<file path="config.mk">
export PLATFORM = sky130hd
export DESIGN_NAME = hs_unit_reg_slice
export DESIGN_NICKNAME = d
export VERILOG_FILES = /design/src/rtl/hs_unit_pkg.sv /design/src/rtl/hs_unit_reg_slice.sv
export SDC_FILE = /design/constraint.sdc
export NUM_CORES = 1
export LEC_CHECK = 0
export BUFFER_PORTS_ARGS = -buffer_cell sky130_fd_sc_hd__clkbuf_2
export CAP_MARGIN = 20
export CORE_AREA = 2 2 39 41
export DETAILED_ROUTE_END_ITERATION = 6
export DIE_AREA = 0 0 41 43
export PLACE_DENSITY = 0.47
export SLEW_MARGIN = 25
export SYNTH_ARGS = -nofsm -noshare
export SYNTH_HDL_FRONTEND = slang
export SYNTH_SLANG_ARGS = --single-unit
</file>
<file path="constraint.sdc">
create_clock -name clk -period 3.2 [get_ports clk]
set_clock_uncertainty 0.2 [all_clocks]
set_input_delay 0.96 -clock clk [delete_from_list [all_inputs] [get_ports clk]]
set_output_delay 0.96 -clock clk [all_outputs]
set_load 0.005 [all_outputs]
</file>
<file path="src/rtl/hs_unit_pkg.sv">
// hs_unit_pkg: shared state encoding and depth for the handshake register slice
package hs_unit_pkg;
  localparam int REG_SLICE_DEPTH = 2;
  typedef enum logic [1:0] {
    ST_EMPTY = 2'd0,
    ST_BUSY  = 2'd1,
    ST_FULL  = 2'd2
  } reg_slice_state_t;
endpackage

</file>
<file path="src/rtl/hs_unit_reg_slice.sv">
// hs_unit_reg_slice: two-entry skid-buffer register slice registering both valid/data and ready paths
module hs_unit_reg_slice
  import hs_unit_pkg::*;
#(
  parameter type DATA_TYPE = logic,
  parameter DATA_TYPE RESET_VALUE = DATA_TYPE'(1'b0)
) (
  input  logic                                     clk,
  input  logic                                     aresetn,
  input  logic                                     flush,
  input  logic                                     s_valid,
  output logic                                     s_ready,
  input  DATA_TYPE                                 s_data,
  output logic                                     m_valid,
  input  logic                                     m_ready,
  output DATA_TYPE                                 m_data,
  output logic [$clog2(REG_SLICE_DEPTH+1)-1:0]     occupancy
);
  reg_slice_state_t state, state_nxt;
  DATA_TYPE main_q, skid_q;
  logic push, pop, load_main, load_skid;
  always_comb begin
    s_ready   = aresetn && state != ST_FULL;
    m_valid   = aresetn && state != ST_EMPTY;
    push      = s_valid && s_ready;
    pop       = m_valid && m_ready;
    load_main = !flush && ((state == ST_EMPTY && push) || (state == ST_BUSY && push && pop) || (state == ST_FULL && pop));
    load_skid = !flush && state == ST_BUSY && push && !pop;
    state_nxt = flush ? ST_EMPTY :
                state == ST_EMPTY ? (push ? ST_BUSY : ST_EMPTY) :
                state == ST_BUSY  ? (push && !pop ? ST_FULL : pop && !push ? ST_EMPTY : ST_BUSY) :
                (pop ? ST_BUSY : ST_FULL);
  end
  always_ff @(posedge clk) begin
    if (!aresetn) state <= ST_EMPTY;
    else state <= state_nxt;
  end
  always_ff @(posedge clk) begin
    if (!aresetn) begin
      main_q <= RESET_VALUE;
      skid_q <= RESET_VALUE;
    end else begin
      if (load_main) main_q <= state == ST_FULL ? skid_q : s_data;
      if (load_skid) skid_q <= s_data;
    end
  end
  assign m_data    = main_q;
  assign occupancy = state;
endmodule

</file>
==> metrics.md <==
| Metric | Value |
|---|---|
| Period minus WS final | `2.52 ns` |
| Total CTS buffers | `3` |
| Cts hold-fix bufs | `0` |
| Vias per Instance | `4.24` |
| Post-CTS sizing | `0` |
| Synth Area in Compound Gates | `0.174` |
| Post-synthesis mux area share | `0.0751` |
| Synth Cell Area | `267 µm²` |
| Die height | `43 µm` |
| Num Clock Sinks | `4` |
| Final setup vio count | `0` |
| First-pass GRT wire length | `786 µm` |
| Critical path peak fanout | `7` |
| Leak Pwr | `0.156 nW` |
| RSZ-0062 raised after global routing | `false` |
| Hold path startpoint | `m_data` |
| CTS tree | `built` |
| Tot GR Track Use | `0.0722` |
| Placed cell area | `337 µm²` |
| Register bit total from synthesis | `4` |
| Layout cell share with drive strength beyond 1 | `0.357` |
| Routability Congestion | `0.634` |
| Layout area overhead | `34.7%` |
| XOR/XNOR Fraction of Synth Area | `0` |
| WHS Path Cells | `2` |
| Most common cell after layout, fill and taps aside | `clkbuf_2` |
| Worst slew pin tran | `0.239 ns` |
| Critical path data arrival time | `1.36 ns` |
| Critical Path Source | `aresetn` |
| Outcome | `completed` |
| Max Slew Vio Count | `0` |
| FMAX | `397 MHz` |
| YS warnings | `0` |
| Seq/Total Area, Yosys | `0.300` |
| Post-Synth Simple-Gate Area | `0.390` |
| Die area | `1760 µm²` |
| Post-Synth Adder-Cell Area | `0.0469` |
| Max Cap Viol | `0` |
| Initial Util | `0.193` |
| Most frequent cells in the layout | `10 x clkbuf_2, 4 x nand2b_1, 4 x dfxtp_1` |
| HP Class | `flip-flop to flip-flop` |
| Drt wl/cell | `8.98 µm` |
| Worst-path clk slew | `0.03 ns` |
| Synthesized net count | `36` |
| Final-report hold violation count | `0` |
| Reg2Reg Depth | `5` |
| Die width | `41 µm` |
| Hold EP | `m_data` |
| R2R setup slack | `1.49 ns` |
| Post-Syn Instances | `29` |
| Largest net degree at the start of global routing | `9` |
| Fin crit share | `0.788` |
| Clock root cell | `clkbuf_4` |
| Max Buffers Root-to-Sink | `2` |
| Combinational family with the most area after synthesis | `simple AND/OR/NAND/NOR gates` |
| Num ports | `11` |
| Initial antenna violation count | `0` |
| ANT nets after route | `0` |
| Final WL | `521 µm` |
| CP Data Required Time | `2.04 ns` |
| Drt drc | `0` |
| Setup_tns | `0 ns` |
| Kind of critical path | `input port to output port` |
| # H-tree levels | `1` |
| DR iter-0 viols | `2` |
| # Post-CTS Setup Buffers | `0` |
| Power Density | `372 nW/µm²` |
| Detail Placement HPWL | `433 µm` |
| Layout Nets | `51` |
| Vias in the first global route | `204` |
| First-pass iteration count of the detailed router | `2` |
| R2r startpoint | `occupancy[1]` |
| Post-synthesis cell type count | `18` |
| Core area | `1380 µm²` |
| Reg2reg end | `occupancy[0]` |
| PortBufs | `10` |
| Post-route cell area | `359 µm²` |
| Diodes inserted | `0` |
| Syn avg cell area | `9.19 µm²` |
| Grt ovf | `0` |
| Worst Setup End Kind | `output port` |
| Worst Setup Start Kind | `input port` |
| Maximum vdd ir drop | `153 µV` |
| Via total after detailed routing | `246` |
| Worst slew margin | `0.841` |
| Worst-Skew Late Latency | `0.23 ns` |
| FP Rows | `14` |
[cells by family (layout without fill, tap and decap cells)]
logic type / count (synthesis) / count (layout)
adders and majority gates: 1 / 1
muxes: 2 / 2
DFF: 4 / 4
buffers and inverters: 1 / 14
and+or+nand+nor: 14 / 14
AOI/OAI and AO/OA: 7 / 7
[worst max-delay path, cell delays in order]
cell      delay [ns]
clkbuf_2        0.14
o21a_1          0.15
clkbuf_2        0.11
[synth_stat cells, drive strengths merged]
cell / count / share of area
nor4b: 1 / 0.089
a21oi: 3 / 0.056
and3: 1 / 0.023
mux2i: 2 / 0.075
inv: 1 / 0.014
a221oi: 1 / 0.033
o211ai: 1 / 0.028
nor2b: 1 / 0.023
and2: 1 / 0.023
o21bai: 1 / 0.028
o21a: 1 / 0.028
nor2: 1 / 0.014
nand2: 3 / 0.042
dfxtp: 4 / 0.30
nand2b: 5 / 0.15
ha: 1 / 0.047
nand3b: 1 / 0.028
[layer usage]
layer / vias up / track usage / share of wire
li1: 132 / - / -
met1: 104 / 0.0994 / 0.54
met2: 10 / 0.0719 / 0.36
met3: 0 / 0.0628 / 0.11
met4: 0 / 0.0400 / 0
met5: - / 0 / 0
[cell type report]
class,count,area (µm²)
Tap cell,16,20.0
Timing Repair Buffer,10,50.0
Multi-Input combinational cell,24,183
Clock buffer,3,22.5
Inverter,1,3.75
Fill cell,157,1020
Sequential cell,4,80.1
[state kept, by name (all words and copies together) (netlist names)]
| name | count |
|---|---|
| occupancy | 2 |
| m_data | 1 |
| skid_q | 1 |
[through the flow]
| step | hold slack [ns] | std cells | utilization | setup WS [ns] | power, mW |
|---|---|---|---|---|---|
| finish | 0.265 | 58 | 0.259 | 0.680 | 0.133 |
| global route | 0.299 | 58 | 0.259 | 0.645 | 0.145 |
| CTS | 0.271 | 58 | 0.259 | 0.674 | 0.138 |
| detailed placement | 0.263 | 55 | 0.243 | 0.676 | 0.0738 |
| global placement | 0.272 | 55 | 0.243 | 0.682 | 0.0738 |
| floorplan | 0.255 | 29 | - | 0.955 | 0.0644 |
[power by group]
part	switching, mW	total [mW]	internal (mW)
sequential	0.00167	0.0532	0.0515
combinational	0.00940	0.0195	0.0101
clock	0.0189	0.0607	0.0418
total	0.0299	0.133	0.103
[worst max path at each step]
| stage | end |
|---|---|
| final | m_valid |
| after global placement | m_valid |
| after CTS | m_valid |
| after global routing | m_valid |
| after floorplan | s_ready |
| after detailed placement | m_valid |
(Power assumes the default switching activity.)
